$ cat src/rtl/bus_arbiter.sv
// bus_arbiter: round-robin arbiter that lets NUM_MASTERS requesters share one slave port.
// Each transaction runs IDLE -> ISSUE -> WAIT -> IDLE, with a one-cycle slave request in ISSUE.
// Optional feature macro: BUS_ARB_TIMEOUT_EN enables a WAIT watchdog of TIMEOUT_CYCLES cycles.
// When the watchdog fires, the owner gets an error completion and m_rdata is all ones.

module bus_arbiter #(
    parameter int unsigned DATA_WIDTH     = 32,
    parameter int unsigned ADDR_WIDTH     = 16,
    parameter int unsigned NUM_MASTERS    = 4,
    parameter int unsigned TIMEOUT_CYCLES = 64
) (
    input  logic                              clk,
    input  logic                              reset,
    input  logic [NUM_MASTERS-1:0]            m_valid,
    input  logic [NUM_MASTERS-1:0]            m_write,
    input  logic [NUM_MASTERS-1:0]            m_ready,
    input  logic [NUM_MASTERS*ADDR_WIDTH-1:0] m_addr,
    input  logic [NUM_MASTERS*DATA_WIDTH-1:0] m_wdata,
    output logic [NUM_MASTERS-1:0]            m_read,
    output logic [DATA_WIDTH-1:0]             m_rdata,
    output logic [NUM_MASTERS-1:0]            grant,
    output logic                              err,
    output logic                              s_valid,
    output logic                              s_write,
    output logic                              s_ready,
    output logic [ADDR_WIDTH-1:0]             s_addr,
    output logic [DATA_WIDTH-1:0]             s_wdata,
    input  logic                              s_read,
    input  logic [DATA_WIDTH-1:0]             s_rdata
);

    localparam int unsigned IdxW = (NUM_MASTERS > 1) ? $clog2(NUM_MASTERS) : 1;

    // Reject parameter values the arbiter is not built for.
    if (NUM_MASTERS < 2 || NUM_MASTERS > 8) begin : g_bad_num_masters
        $error("bus_arbiter: NUM_MASTERS must be in 2..8");
    end
    if (TIMEOUT_CYCLES < 1) begin : g_bad_timeout
        $error("bus_arbiter: TIMEOUT_CYCLES must be at least 1");
    end

    typedef enum logic [1:0] {
        StIdle  = 2'd0,
        StIssue = 2'd1,
        StWait  = 2'd2
    } state_e;

    state_e                  state_q, state_d;
    logic [IdxW-1:0]         owner_q, owner_d;
    logic [IdxW-1:0]         last_q, last_d;
    logic [NUM_MASTERS-1:0]  grant_q, grant_d;
    logic                    write_q, write_d;
    logic [ADDR_WIDTH-1:0]   addr_q, addr_d;
    logic [DATA_WIDTH-1:0]   wdata_q, wdata_d;
    logic [DATA_WIDTH-1:0]   rdata_q, rdata_d;

    logic [IdxW:0]           pick;      // {found, index}
    logic                    done;      // normal completion this cycle
    logic                    timeout;   // watchdog completion this cycle
    logic                    timeout_hit;

    // First requester at or after last+1, wrapping; MSB flags that one was found.
    function automatic logic [IdxW:0] rr_pick(input logic [NUM_MASTERS-1:0] valid,
                                              input logic [IdxW-1:0]        last);
        logic [IdxW:0] res;
        int unsigned   idx;
        res = '0;
        for (int unsigned i = 1; i <= NUM_MASTERS; i++) begin
            idx = (32'(last) + i) % NUM_MASTERS;
            if (!res[IdxW] && valid[IdxW'(idx)]) begin
                res = {1'b1, IdxW'(idx)};
            end
        end
        return res;
    endfunction

    assign pick = rr_pick(m_valid, last_q);

`ifdef BUS_ARB_TIMEOUT_EN
    localparam int unsigned CntW = $clog2(TIMEOUT_CYCLES + 1);

    logic [CntW-1:0] cnt_q, cnt_d;

    // Count cycles spent in WAIT; restarts from zero on every WAIT entry.
    always_comb begin
        cnt_d = '0;
        if (state_q == StWait) begin
            cnt_d = cnt_q + 1'b1;
        end
    end

    assign timeout_hit = (state_q == StWait) && (cnt_q == CntW'(TIMEOUT_CYCLES));

    // Watchdog counter register.
    always_ff @(posedge clk or negedge reset) begin
        if (!reset) begin
            cnt_q <= '0;
        end else begin
            cnt_q <= cnt_d;
        end
    end
`else
    assign timeout_hit = 1'b0;
`endif

    // Forwarded accept is only meaningful while waiting on the slave.
    assign s_ready = (state_q == StWait) && m_ready[owner_q];

    // Next-state logic: arbitration, field latching and completion handling.
    always_comb begin
        state_d = state_q;
        owner_d = owner_q;
        last_d  = last_q;
        grant_d = grant_q;
        write_d = write_q;
        addr_d  = addr_q;
        wdata_d = wdata_q;
        rdata_d = rdata_q;
        done    = 1'b0;
        timeout = 1'b0;

        unique case (state_q)
            StIdle: begin
                if (pick[IdxW]) begin
                    owner_d          = pick[IdxW-1:0];
                    grant_d          = '0;
                    grant_d[owner_d] = 1'b1;
                    write_d          = m_write[owner_d];
                    addr_d           = m_addr[owner_d*ADDR_WIDTH +: ADDR_WIDTH];
                    wdata_d          = m_wdata[owner_d*DATA_WIDTH +: DATA_WIDTH];
                    state_d          = StIssue;
                end
            end
            StIssue: begin
                state_d = StWait;
            end
            StWait: begin
                // A real slave completion beats a watchdog expiry in the same cycle.
                if (s_read && s_ready) begin
                    done    = 1'b1;
                    rdata_d = s_rdata;
                end else if (timeout_hit) begin
                    timeout = 1'b1;
                    rdata_d = '1;
                end
                if (done || timeout) begin
                    last_d  = owner_q;
                    grant_d = '0;
                    state_d = StIdle;
                end
            end
            default: begin
                state_d = StIdle;
                grant_d = '0;
            end
        endcase
    end

    // Completion strobes are combinational so the earliest m_read lands in the first WAIT cycle.
    always_comb begin
        m_read  = '0;
        m_rdata = rdata_q;
        if (done || timeout) begin
            m_read  = grant_q;
            m_rdata = rdata_d;
        end
    end

    assign err     = timeout;
    assign grant   = grant_q;
    assign s_valid = (state_q == StIssue);
    assign s_write = write_q;
    assign s_addr  = addr_q;
    assign s_wdata = wdata_q;

    // State and latched-field registers; reset drops any in-flight transaction.
    always_ff @(posedge clk or negedge reset) begin
        if (!reset) begin
            state_q <= StIdle;
            owner_q <= '0;
            last_q  <= IdxW'(NUM_MASTERS - 1);
            grant_q <= '0;
            write_q <= 1'b0;
            addr_q  <= '0;
            wdata_q <= '0;
            rdata_q <= '0;
        end else begin
            state_q <= state_d;
            owner_q <= owner_d;
            last_q  <= last_d;
            grant_q <= grant_d;
            write_q <= write_d;
            addr_q  <= addr_d;
            wdata_q <= wdata_d;
            rdata_q <= rdata_d;
        end
    end

endmodule

$ cat config.mk
export PLATFORM = sky130hd
export DESIGN_NAME = bus_arbiter
export DESIGN_NICKNAME = d
export VERILOG_FILES = /design/src/rtl/bus_arbiter.sv
export SDC_FILE = /design/constraint.sdc
export NUM_CORES = 1
export LEC_CHECK = 0
export ABC_AREA = 1
export CORE_MARGIN = 8
export CORE_UTILIZATION = 37
export DETAILED_ROUTE_END_ITERATION = 10
export GPL_ROUTABILITY_DRIVEN = 0
export PLACE_DENSITY = 0.82
export SLEW_MARGIN = 20
export SYNTH_ARGS = -nofsm -noshare
export SYNTH_HDL_FRONTEND = slang
export SYNTH_SLANG_ARGS = --single-unit
$ cat constraint.sdc
create_clock -name clk -period 2.1 [get_ports clk]
set_clock_uncertainty 0.2 [all_clocks]
set_input_delay 0.21 -clock clk [delete_from_list [all_inputs] [get_ports clk]]
set_output_delay 0.21 -clock clk [all_outputs]
set_load 0.02 [all_outputs]
==> impl_metrics.env <==
export IMPL_status="finished with violations"
export IMPL_failed_checks="negative setup slack"
export IMPL_worst_hold_slack_ns=0.0179
export IMPL_synth_xor_area_share_pct=0
export IMPL_ys_flop_type="dfrtp_1"
export IMPL_wl_um=30300
export IMPL_layout_min_cycle_time_ns=2.46
export IMPL_synth_most_common_cell="nand2_1"
export IMPL_setup_worst_path_start_class="flop"
export IMPL_vdd_drop_max_mv=1.38
export IMPL_core_area_sq_um=17000
export IMPL_dp_worst_setup_slack_ns=-0.526
export IMPL_drc=0
export IMPL_min_period_over_period_pct=117
export IMPL_dr_total_vias=7818
export IMPL_muxShareOfSynthArea_pct=11.4
export IMPL_syn_cell_area_sq_um=6330
export IMPL_pwr_density_cell_nw_per_um2=2020
export IMPL_reg2reg_slack_ns=-0.36
export IMPL_synth_area_leaders="dfrtp_1, nand2_1, mux2_2, nand4_1, buf_2"
export IMPL_clk_latency_ns=0.35
export IMPL_slowest_delay_ns=0.63
export IMPL_die_w_um=147
export IMPL_cts_buffers=9
export IMPL_grt_pass1_wl_um=41600
export IMPL_rows=48
export IMPL_fmax_mhz=406
export IMPL_place_hpwl_um=19200
export IMPL_post_drt_wl_per_cell_um=20.1
export IMPL_min_path_type="in -> async"
export IMPL_port_buffers=329
export IMPL_grt_overflow_total=0
export IMPL_nets=1518
export IMPL_ff2ff_path_depth=16
export IMPL_synth_simple_gate_area_share_pct=44.0
export IMPL_antenna_left=0
export IMPL_slowest_stage="dfstp_2"
export IMPL_finalSetupViolations=109
export IMPL_maxSlewViolCount=0
export IMPL_switchingPower_mw=11.3
export IMPL_synth_compound_area_share_pct=1.36
export IMPL_drive_gt1_share_pct=20.6
export IMPL_grt_pass1_vias=7542
export IMPL_critPathTopFamily="simple AND/OR/NAND/NOR gates"
export IMPL_synth_edf_count=0
export IMPL_cp_arrival_ns=2.51
export IMPL_die_h_um=147
export IMPL_start_util_pct=37.3
export IMPL_synth_top_family_by_area="simple AND/OR/NAND/NOR gates"
export IMPL_synthArstFlopShare_pct=100
export IMPL_total_power_mw=23.1
export IMPL_synth_commonest_cells="nand2_1, nand4_1, dfrtp_1"
export IMPL_grtUsageTotal_pct=24.1
export IMPL_critical_path_depth=16
export IMPL_swShare_pct=48.9
export IMPL_power_frac_comb_pct=79.2
export IMPL_synth_cell_types=28
export IMPL_synthAdderAreaFrac_pct=0
export IMPL_cpMostUsedCell="nand2_1"
export IMPL_cts_tree="yes"
export IMPL_leakage_nw=5.65
export IMPL_required_ns=2.15
export IMPL_die_area_sq_um=21600
export IMPL_crit_path_max_fanout=7
export IMPL_drt_pass1_iterations=5
export IMPL_cts_root_buf="clkbuf_16"
export IMPL_rsz0062_at_grt="yes"
export IMPL_critPathKind="reg -> reg"
export IMPL_endpoint_kind="flop"
export IMPL_ys_ff_latch=91
export IMPL_yosysSeqAreaShare_pct=36.0
export IMPL_cts_sinks=91
export IMPL_p_int_mw=11.8
export IMPL_synth_top_area_share_pct=35.2
export IMPL_antenna_found_initial=0
export IMPL_setup_ws_ns=-0.361
export IMPL_clk_path_buf_depth=2
export IMPL_path_buf_inv=4
export IMPL_path_cells="inv_4 -> nand2_2 -> nand2_2 -> nand2_2 -> nand2_4 -> nor2_4 -> nand2_1 -> nor2_2 -> buf_4 -> a21oi_4 -> buf_12 -> clkbuf_16 -> nand2_1 -> nand2_1 -> nand2_1 -> nand2_1"
export IMPL_avgSynthCellArea_sq_um=6.88
export IMPL_grt_max_degree=62
export IMPL_htreeDepth=3
export IMPL_diodes=0
export IMPL_ys_warnings_count=0
export IMPL_avgViaCountPerCell=5.18
export IMPL_p_clk_share_pct=7.0
export IMPL_maxCapViolations=0
export IMPL_synth_largest_area_cell="dfrtp_1"
export IMPL_pwr_share_seq_pct=13.9
export IMPL_first_iter_violations=406
export IMPL_synth_fp_nets=1159
export IMPL_hold_violations=0
export IMPL_io_pins=331
export IMPL_synthCells=920
export IMPL_area_growth_pct=80.9
export IMPL_clk_pin_slew_ns=0.08
-- flip-flops by register name, summed over array words and instances (netlist names) --
register,cells
rdata_q,32
state_q,2
last_q,2
s_write,1
s_wdata,32
owner_q,2
grant,4
s_addr,16
-- metal layers --
metal | vias up | GRT usage (%) | routed length (um)
li1 | 3706 | - | -
met1 | 3611 | 28.2 | 11600
met2 | 452 | 40.8 | 15000
met3 | 49 | 7.69 | 2910
met4 | 0 | 8.29 | 774
met5 | - | 0 | 0
-- path summary, 6_finish.rpt --
kind                          endpoint  startpoint
min                         rdata_q[0]       reset
max in group asynchronous    last_q[0]       reset
min in group clk            s_addr[11]  s_addr[11]
min reg2reg                 s_addr[11]  s_addr[11]
max reg2reg                s_wdata[19]   last_q[0]
max                        s_wdata[19]   last_q[0]
-- power groups by stage --
stage	sequential [mW]	clock (mW)	combinational [mW]
5_1_grt	3.28	1.72	19.6
3_5_place_dp	3.16	0	14.3
4_1_cts	3.14	1.65	15.6
2_1_floorplan	3.56	0	8.75
3_3_place_gp	3.14	0	14.1
6_report	3.20	1.62	18.3
-- what timing repair did --
action,in CTS,in global routing
endpoints found under the hold margin,89,0
hold buffers,1,0
setup endpoints to repair,93,106
pin swaps,6,16
gates cloned,5,17
resized for setup,188,128
setup buffers,17,13
-- per-stage QoR --
step	instances	TNS, ns	util (%)	cell area (sq um)
3_3_place_gp	1444	-29.65	59.3	10100
4_1_cts	1483	-20.92	62.4	10600
2_1_floorplan	920	-1.42	-	6360
5_1_grt	1509	-40.25	67.4	11500
3_5_place_dp	1444	-33.14	59.3	10100
6_report	1509	-27.92	67.4	11500
-- layout make-up --
cell class,instances,area [sq um]
Fill cell,1357,5540
Timing Repair Buffer,420,4730
Multi-Input combinational cell,739,3800
Sequential cell,91,2280
Tap cell,225,282
Clock buffer,9,225
Inverter,18,72.6
Clock inverter,7,67.6
-- worst register-to-register path, cell delays in order (launching register included) --
cell,delay [ns]
dfstp_2,0.63
inv_4,0.09
nand2_2,0.07
nand2_2,0.08
nand2_2,0.08
nand2_4,0.07
nor2_4,0.15
nand2_1,0.11
nor2_2,0.12
buf_4,0.13
a21oi_4,0.05
buf_12,0.15
clkbuf_16,0.17
nand2_1,0.10
nand2_1,0.06
nand2_1,0.05
nand2_1,0.04
-- cell families (layout without fill, tap and decap cells) --
family	count (synthesis)	in the layout
AOI/OAI and AO/OA	15	15
muxes	64	64
buffers and inverters	90	454
and+or+nand+nor	659	659
DFF	91	91
other	1	1
-- cell usage in the layout (no fill, tap or decap), drive strengths merged, types with 2 or more instances in the layout --
master,synthesis,routed
clkbuf,27,23
buf,45,113
dfrtp,89,89
clkinv,1,2
nor2,13,13
a21oi,3,3
nand3,11,11
mux2,64,64
clkdlybuf4s50,0,290
dfstp,2,2
dlygate4sd2,0,2
nand4,99,99
inv,17,22
o21ai,9,9
nand2,535,535
o31ai,2,2
Power figures use the tool's default switching activity.
